`config.mk`:
```
export PLATFORM = sky130hd
export DESIGN_NAME = reg_file
export DESIGN_NICKNAME = d
export VERILOG_FILES = /design/src/rtl/ttl16_pkg.sv /design/src/rtl/reg_file_status_flags.sv /design/src/rtl/reg_file.sv
export SDC_FILE = /design/constraint.sdc
export NUM_CORES = 1
export LEC_CHECK = 0
export BUFFER_PORTS_ARGS = -buffer_cell sky130_fd_sc_hd__buf_2
export CORE_MARGIN = 4
export CORE_UTILIZATION = 40
export DETAILED_ROUTE_END_ITERATION = 7
export PLACE_DENSITY = 0.56
export SYNTH_ARGS = -nofsm -noshare
export SYNTH_HDL_FRONTEND = slang
export SYNTH_SLANG_ARGS = --single-unit
```
`constraint.sdc`:
```
create_clock -name clk -period 2.49 [get_ports clk]
set_input_delay 0.3735 -clock clk [delete_from_list [all_inputs] [get_ports clk]]
set_output_delay 0.3735 -clock clk [all_outputs]
set_load 0.01 [all_outputs]
```
`src/rtl/ttl16_pkg.sv`:
```
// ttl16_pkg -- shared constants for the TTL16 datapath.
//
// Holds the datapath word width, the register count and select width, and
// the bit positions of the ALU status flags as they travel on flags_in /
// flags_out ({overflow, less, equal, greater, zero}, bit 4 down to bit 0).
package ttl16_pkg;

  localparam int DATA_W   = 16;
  localparam int NUM_REGS = 8;
  localparam int SEL_W    = $clog2(NUM_REGS);

  localparam int FLAG_W    = 5;
  localparam int FLAG_OVF  = 4;
  localparam int FLAG_LESS = 3;
  localparam int FLAG_EQ   = 2;
  localparam int FLAG_GT   = 1;
  localparam int FLAG_ZERO = 0;

endpackage

```
`src/rtl/reg_file_status_flags.sv`:
```
// status_flags -- registered ALU status flags plus a sticky overflow bit.
//
// Ports:
//   clk         rising-edge clock
//   rst_n       synchronous active-low reset; clears flags and sticky bit
//   flag_wr_en  load flags_in into flags_out on the edge
//   flags_in    ALU flags {ovf, less, eq, gt, zero}
//   clr_sticky  clear ovf_sticky (loses against a simultaneous set)
//   flags_out   registered flags, same bit order as flags_in
//   ovf_sticky  set by any flag load carrying overflow, held until cleared
module status_flags (
  input  logic                          clk,
  input  logic                          rst_n,
  input  logic                          flag_wr_en,
  input  logic [ttl16_pkg::FLAG_W-1:0]  flags_in,
  input  logic                          clr_sticky,
  output logic [ttl16_pkg::FLAG_W-1:0]  flags_out,
  output logic                          ovf_sticky
);
  import ttl16_pkg::*;

  logic stickySet;

  // A flag load carrying overflow sets the sticky bit; it outranks a clear
  // in the same cycle so an overflow can never be silently lost.
  assign stickySet = flag_wr_en && flags_in[FLAG_OVF];

  always_ff @(posedge clk) begin
    if (!rst_n) begin
      flags_out  <= '0;
      ovf_sticky <= 1'b0;
    end else begin
      if (flag_wr_en) begin
        flags_out <= flags_in;
      end
      if (stickySet) begin
        ovf_sticky <= 1'b1;
      end else if (clr_sticky) begin
        ovf_sticky <= 1'b0;
      end
    end
  end

endmodule

```
`src/rtl/reg_file.sv`:
```
// reg_file -- two-read, one-write register file with write-first bypass,
// feeding the ALU operands, plus the status-flag register.
//
// Ports:
//   clk, rst_n            rising-edge clock, synchronous active-low reset
//   rd_sel_a / rd_sel_b   read selects for a_out / b_out (combinational)
//   a_out / b_out         ALU A / B operands
//   wr_en, wr_sel,        write strobe, destination and data (r0 is
//   wr_data               hard-wired to zero and ignores writes)
//   flag_wr_en, flags_in  status-flag load strobe and ALU flags
//   clr_sticky            clear sticky overflow
//   flags_out, ovf_sticky registered flags and sticky overflow
module reg_file #(
  parameter int DATA_W   = ttl16_pkg::DATA_W,
  parameter int NUM_REGS = ttl16_pkg::NUM_REGS,
  localparam int SEL_W   = $clog2(NUM_REGS)
) (
  input  logic                          clk,
  input  logic                          rst_n,
  input  logic [SEL_W-1:0]              rd_sel_a,
  input  logic [SEL_W-1:0]              rd_sel_b,
  output logic [DATA_W-1:0]             a_out,
  output logic [DATA_W-1:0]             b_out,
  input  logic                          wr_en,
  input  logic [SEL_W-1:0]              wr_sel,
  input  logic [DATA_W-1:0]             wr_data,
  input  logic                          flag_wr_en,
  input  logic [ttl16_pkg::FLAG_W-1:0]  flags_in,
  output logic [ttl16_pkg::FLAG_W-1:0]  flags_out,
  output logic                          ovf_sticky,
  input  logic                          clr_sticky
);
  import ttl16_pkg::*;

  logic [DATA_W-1:0] regs [NUM_REGS];
  logic              writeLive;
  logic              bypassA;
  logic              bypassB;

  // A write only counts when reset is not asserted and the target is not r0.
  assign writeLive = rst_n && wr_en && (wr_sel != '0);

  always_ff @(posedge clk) begin
    if (!rst_n) begin
      for (int i = 0; i < NUM_REGS; i++) begin
        regs[i] <= '0;
      end
    end else if (writeLive) begin
      regs[wr_sel] <= wr_data;
    end
  end

  // Write-first bypass: a read of the register being written this cycle sees
  // the incoming data. Each port decides independently. r0 always reads zero
  // regardless of what is stored or written.
  assign bypassA = writeLive && (rd_sel_a == wr_sel);
  assign bypassB = writeLive && (rd_sel_b == wr_sel);

  assign a_out = (rd_sel_a == '0) ? '0 : (bypassA ? wr_data : regs[rd_sel_a]);
  assign b_out = (rd_sel_b == '0) ? '0 : (bypassB ? wr_data : regs[rd_sel_b]);

  status_flags uStatusFlags (
    .clk        (clk),
    .rst_n      (rst_n),
    .flag_wr_en (flag_wr_en),
    .flags_in   (flags_in),
    .clr_sticky (clr_sticky),
    .flags_out  (flags_out),
    .ovf_sticky (ovf_sticky)
  );

endmodule

```
==> summary.md, run 1 <==
| Metric | Value |
|---|---|
| Status | completed |
| Synthesis-stage register bit count | 134 |
| Max Fclk | 0.410 GHz |
| Worst Setup Path Type | input pin to output pin |
| Antenna Cells | 0 |
| Setup violations, final | 0 |
| Syn. warnings | 0 |
| Layout Nets | 667 |
| Yosys top cell area share | 50.8% |
| Slew Viols, Final | 0 |
| Total Wirelength | 21500 um |
| Final RePlAce weighted congestion | 0.780 |
| Top Ports | 73 |
| Sequential area share after synthesis | 52.4% |
| Vias per std cell | 5.62 |
| CORE AREA | 18600 um2 |
| Setup bufs post-CTS | 0 |
| Crit-path max FO | 15 |
| Port bufs | 72 |
| Yosys cell types | 27 |
| Clk buf depth | 2 |
| First DRT Iteration DRCs | 365 |
| RSZ-0062 raised after global routing | no |
| First-pass GRT wire length | 32700 um |
| Post-synth EDFFs | 128 |
| Die area | 21200 um2 |
| Hold Path Depth | 3 |
| Vias in the first global route | 5372 |
| Clk sinks | 134 |
| Pre-CTS WS | 0.0653 ns |
| Total grt overflow | 0 |
| Synthesized cell area | 7570 um2 |
| CTS resizes | 0 |
| Min Tclk post-route | 2.44 ns |
| Post-DRT Antenna Nets | 0 |
| Initial antenna violation count | 0 |
| Avg WL per Cell | 24.4 um |
| Top post-synthesis cells by area | edfxtp_1 (51%), mux4_2 (19%), and2_1 (9.3%) |
| Fin util | 48.2% |
| Root buffer cell | clkbuf_16 |
| Setup crit start kind | input pin |
| Most instantiated cells after synthesis | edfxtp_1 (128), and2_1 (112), mux4_2 (64) |
| Max-Cap Viols | 0 |
| Post-route worst setup slack | 0.0524 ns |
| Initial core utilization | 40.6% |
| CTS buffer count | 17 |
| Post-Synthesis Cells | 529 |
| Slew headroom | 29.6% |
| LEAKAGE | 3.25 nW |
| Post-synth top flop | edfxtp_1 |
| Worst-Skew Late Latency | 0.42 ns |
| Most common cell in the netlist | edfxtp_1 |
| CP Data Required Time | 2.12 ns |
| Die Span X | 146 um |
| GRT Total Usage | 20.7% |
| Yosys top cell by area | edfxtp_1 |
| Hpwl dp | 14100 um |
| Fill cells | 1644 |
| Max VDD drop | 0.000453 V |
| CTS hold repair buffers | 0 |
| CTS tree | yes |
| First drt pass iteration count | 5 |
| DRC Markers | 0 |
| Fraction of layout cells with a size suffix above 1 | 37.7% |
| Crit share post-route | 97.9% |
| Critical Path End Type | output pin |
| Final Hold Viols | 0 |
| Pwr Density | 680 nW/um2 |
| Critical Path AT | 2.06 ns |
| Setup TNS | 0 ns |
| Hold Path Class | input pin to register |
| FF-to-FF path depth | 2 |
| Async set-or-reset flop fraction in the synthesized netlist | 0% |
| H-tree levels | 4 |
| Maximum number of pins on one net before global-route repair | 34 |
| Worst slew pin tran | 1.05 ns |
| Skew final | 0 ns |
| Synthesis-to-finish area growth | 18.7% |
| Via Count | 4932 |
| Row count | 50 |
| Die Ht | 146 um |
| Clk pin slew, worst setup/hold paths | 0.06 ns |
| Average size of a mapped cell | 14.3 um2 |
## power breakdown
group | leakage, nW | internal [mW] | switching, mW
Clock | 0.278 | 1.56 | 0.981
Sequential | 1.28 | 2.62 | 0.0799
Combinational | 1.70 | 0.425 | 0.443
## sequential cells by signal (all words and copies together) (netlist names)
register,flops
regs,128
uStatusFlags.flags_out,5
uStatusFlags.ovf_sticky,1
## cell type report
class                           instances  area (um2)  share of cell area, %
Inverter                                1        3.75                 0.0418
Multi-Input combinational cell        365        3380                   37.6
Clock buffer                           17         425                   4.73
Tap cell                              234         293                   3.26
Clock inverter                         14         161                   1.80
Timing Repair Buffer                  113         756                   8.41
Sequential cell                       134        3960                   44.1
## cells by family (layout without fill, tap and decap cells)
group,count (synthesis),in the layout,synth area share [%]
XOR/XNOR,6,6,0.694
AND/OR/NAND/NOR,237,237,18.3
buffers and inverters,45,145,3.82
AO/OA/AOI/OAI,38,38,5.24
other,1,16,0.0495
multiplexers,68,68,19.6
flip-flops,134,134,52.4
## metrics by stage
| stage | hold slack (ns) | power (mW) | std cells | cell area (um2) |
|---|---|---|---|---|
| 2_1_floorplan | 0.493 | 3.29 | 544 | 7620 |
| 3_3_place_gp | 0.458 | 3.60 | 847 | 8400 |
| 3_5_place_dp | 0.459 | 3.62 | 847 | 8400 |
| 4_1_cts | 0.174 | 6.16 | 878 | 8990 |
| 5_1_grt | 0.184 | 6.32 | 878 | 8990 |
| 6_report | 0.188 | 6.11 | 878 | 8990 |
## critical path, stage by stage
cell	delay [ns]
buf_2	0.15
buf_12	0.17
nor3_2	0.84
buf_4	0.31
nor3_1	0.07
buf_2	0.14
## cell usage in the layout, fill, tap and decap left out, types with 3 or more instances in the layout
cell type / n
nor3_1: 32
conb_1: 16
clkinv_2: 4
bufinv_16: 3
mux2i_1: 4
dfxtp_1: 6
nor2b_1: 32
nand2b_1: 8
buf_2: 72
clkbuf_16: 17
mux4_2: 64
buf_12: 7
buf_4: 34
edfxtp_1: 128
o21ai_2: 3
nor3_2: 6
and2_1: 112
clkinvlp_4: 4
nor2_1: 39
a211oi_2: 22
a211oi_1: 10
xnor2_1: 6
nand2_1: 3
## worst paths after layout
| path | end | from | slack [ns] |
|---|---|---|---|
| setup / recovery | b_out[13] | rd_sel_b[0] | 0.05 |
| hold / removal | uStatusFlags.flags_out[1] | flags_in[1] | 0.19 |
| setup reg to reg | uStatusFlags.flags_out[2] | uStatusFlags.flags_out[2] | 1.89 |
| hold reg to reg | uStatusFlags.ovf_sticky | uStatusFlags.ovf_sticky | 0.47 |
## metal layers
| layer | GRT usage (%) | vias up | share of wire (%) |
|---|---|---|---|
| li1 | - | 2198 | - |
| met1 | 25.2 | 2544 | 40 |
| met2 | 36.9 | 152 | 53 |
| met3 | 4.02 | 38 | 4.4 |
| met4 | 7.36 | 0 | 2.6 |
| met5 | 0 | - | 0 |
Power figures use the tool's default switching activity.
==> inputs of run 2 (changes only) <==
Settings changed: BUFFER_PORTS_ARGS -buffer_cell sky130_fd_sc_hd__buf_2 to default, CORE_ASPECT_RATIO from default to 1.25, DONT_BUFFER_PORTS from default to 1, PLACE_DENSITY 0.56 to 0.52.
==> summary.md, run 2 (synthesis results as in run 1) <==
| Metric | Value |
|---|---|
| Worst slew pin tran | 0.683 ns |
| Hold Path Class | input pin to register |
| Largest Register | regs |
| CP Data Required Time | 2.12 ns |
| Vias per std cell | 5.86 |
| Max VDD drop | 0.000464 V |
| Top Ports | 73 |
| FF-to-FF path depth | 2 |
| Setup violations, final | 0 |
| Die area | 21200 um2 |
| Total grt overflow | 0 |
| Min Tclk post-route | 2.26 ns |
| Sw Share | 21.8% |
| Crit-path max FO | 2 |
| Post-DRT Antenna Nets | 0 |
| Vias in the first global route | 5035 |
| GRT Total Usage | 21.3% |
| LEAKAGE | 2.87 nW |
| DRC Markers | 0 |
| Max FFs per register | 128 |
| Die Span X | 131 um |
| Max-Cap Viols | 0 |
| Pwr Density | 726 nW/um2 |
| Worst-Skew Late Latency | 0.42 ns |
| Port bufs | 0 |
| Skew final | 0 ns |
| Status | completed |
| Max Fclk | 0.443 GHz |
| Slew Viols, Final | 0 |
| Most frequent cells in the layout | edfxtp_1 (128), and2_1 (112), mux4_2 (64), nor2_1 (39) |
| Int Pwr | 4.82 mW |
| Total Wirelength | 21500 um |
| Hold Path Depth | 2 |
| Comb pwr share | 10.4% |
| Antenna Cells | 0 |
| Setup bufs post-CTS | 0 |
| Root buffer cell | clkbuf_16 |
| Row count | 56 |
| RSZ-0062 raised after global routing | no |
| Initial antenna violation count | 0 |
| Worst Setup Path Type | register to output pin |
| Clk sinks | 134 |
| Layout Nets | 578 |
| Critical Path AT | 1.89 ns |
| Via Count | 4617 |
| Crit share post-route | 90.7% |
| Critical Path End Type | output pin |
| Final RePlAce weighted congestion | 0.783 |
| First DRT Iteration DRCs | 323 |
| Largest regs | regs (128), uStatusFlags.flags_out (5), uStatusFlags.ovf_sticky (1) |
| Clk buf depth | 2 |
| Initial core utilization | 40.5% |
| Fin util | 45.3% |
| CTS tree | yes |
| CTS hold repair buffers | 0 |
| Die Ht | 162 um |
| First drt pass iteration count | 4 |
| Clock power frac | 45.8% |
| Commonest non-fill, non-tap cell in the layout | edfxtp_1 |
| Setup crit start kind | register |
| H-tree levels | 4 |
| Final Hold Viols | 0 |
| First-pass GRT wire length | 32000 um |
| Sequential group share of total power | 43.8% |
| Synthesis-to-finish area growth | 12.1% |
| Switching power | 1.34 mW |
| Hpwl dp | 12800 um |
| Fraction of layout cells with a size suffix above 1 | 27.9% |
| CORE AREA | 18700 um2 |
| CTS buffer count | 17 |
| Maximum number of pins on one net before global-route repair | 35 |
| Setup TNS | 0 ns |
| Clk pin slew, worst setup/hold paths | 0.06 ns |
| Slew headroom | 54.3% |
| CTS resizes | 0 |
| Avg WL per Cell | 27.3 um |
run 2: cell type report:
cell class	count	area, um2
Tap cell	232	290
Fill cell	1645	10200
Clock inverter	15	234
Timing Repair Buffer	24	180
Sequential cell	134	3960
Multi-Input combinational cell	365	3380
Clock buffer	17	425
Inverter	1	3.75
run 2: power groups by stage:
| stage | Combinational, mW | Clock (mW) | Sequential, mW |
|---|---|---|---|
| 4_1_cts | 0.648 | 2.86 | 2.70 |
| 3_5_place_dp | 0.644 | 0 | 2.74 |
| 6_report | 0.640 | 2.82 | 2.70 |
| 3_3_place_gp | 0.641 | 0 | 2.73 |
| 2_1_floorplan | 0.578 | 0 | 2.71 |
| 5_1_grt | 0.682 | 2.97 | 2.71 |
run 2: worst paths after layout:
path	slack [ns]	endpoint	start
setup / recovery	0.23	b_out[15]	regs[2][15]
hold / removal	0.10	uStatusFlags.flags_out[2]	flags_in[2]
setup reg to reg	1.82	uStatusFlags.flags_out[3]	uStatusFlags.flags_out[3]
hold reg to reg	0.52	uStatusFlags.flags_out[4]	uStatusFlags.flags_out[4]
run 2: stage by stage:
step           hold slack, ns  power (mW)  instances  worst slack, ns  area [um2]
6_report                0.102        6.16        788            0.231        8480
5_1_grt                 0.111        6.36        788            0.137        8480
4_1_cts                0.0929        6.20        788            0.215        8480
3_5_place_dp            0.520        3.39        756            0.336        7820
3_3_place_gp            0.510        3.38        756            0.381        7820
2_1_floorplan           0.493        3.29        544           0.0891        7620
run 2: routing by layer:
| layer | vias to the layer above | share of wire, % | global-route usage (%) |
|---|---|---|---|
| met5 | - | 0 | 0 |
| met1 | 2404 | 41 | 28.3 |
| met2 | 171 | 50 | 34.1 |
| met3 | 26 | 7.1 | 5.63 |
| met4 | 0 | 1.9 | 6.74 |
| li1 | 2016 | - | - |
run 2: critical path, stage by stage (launching register included):
cell,delay [ns]
edfxtp_1,0.39
mux4_2,0.46
nor2b_1,0.14
a211oi_1,0.22
nor3_1,0.10
buf_4,0.15
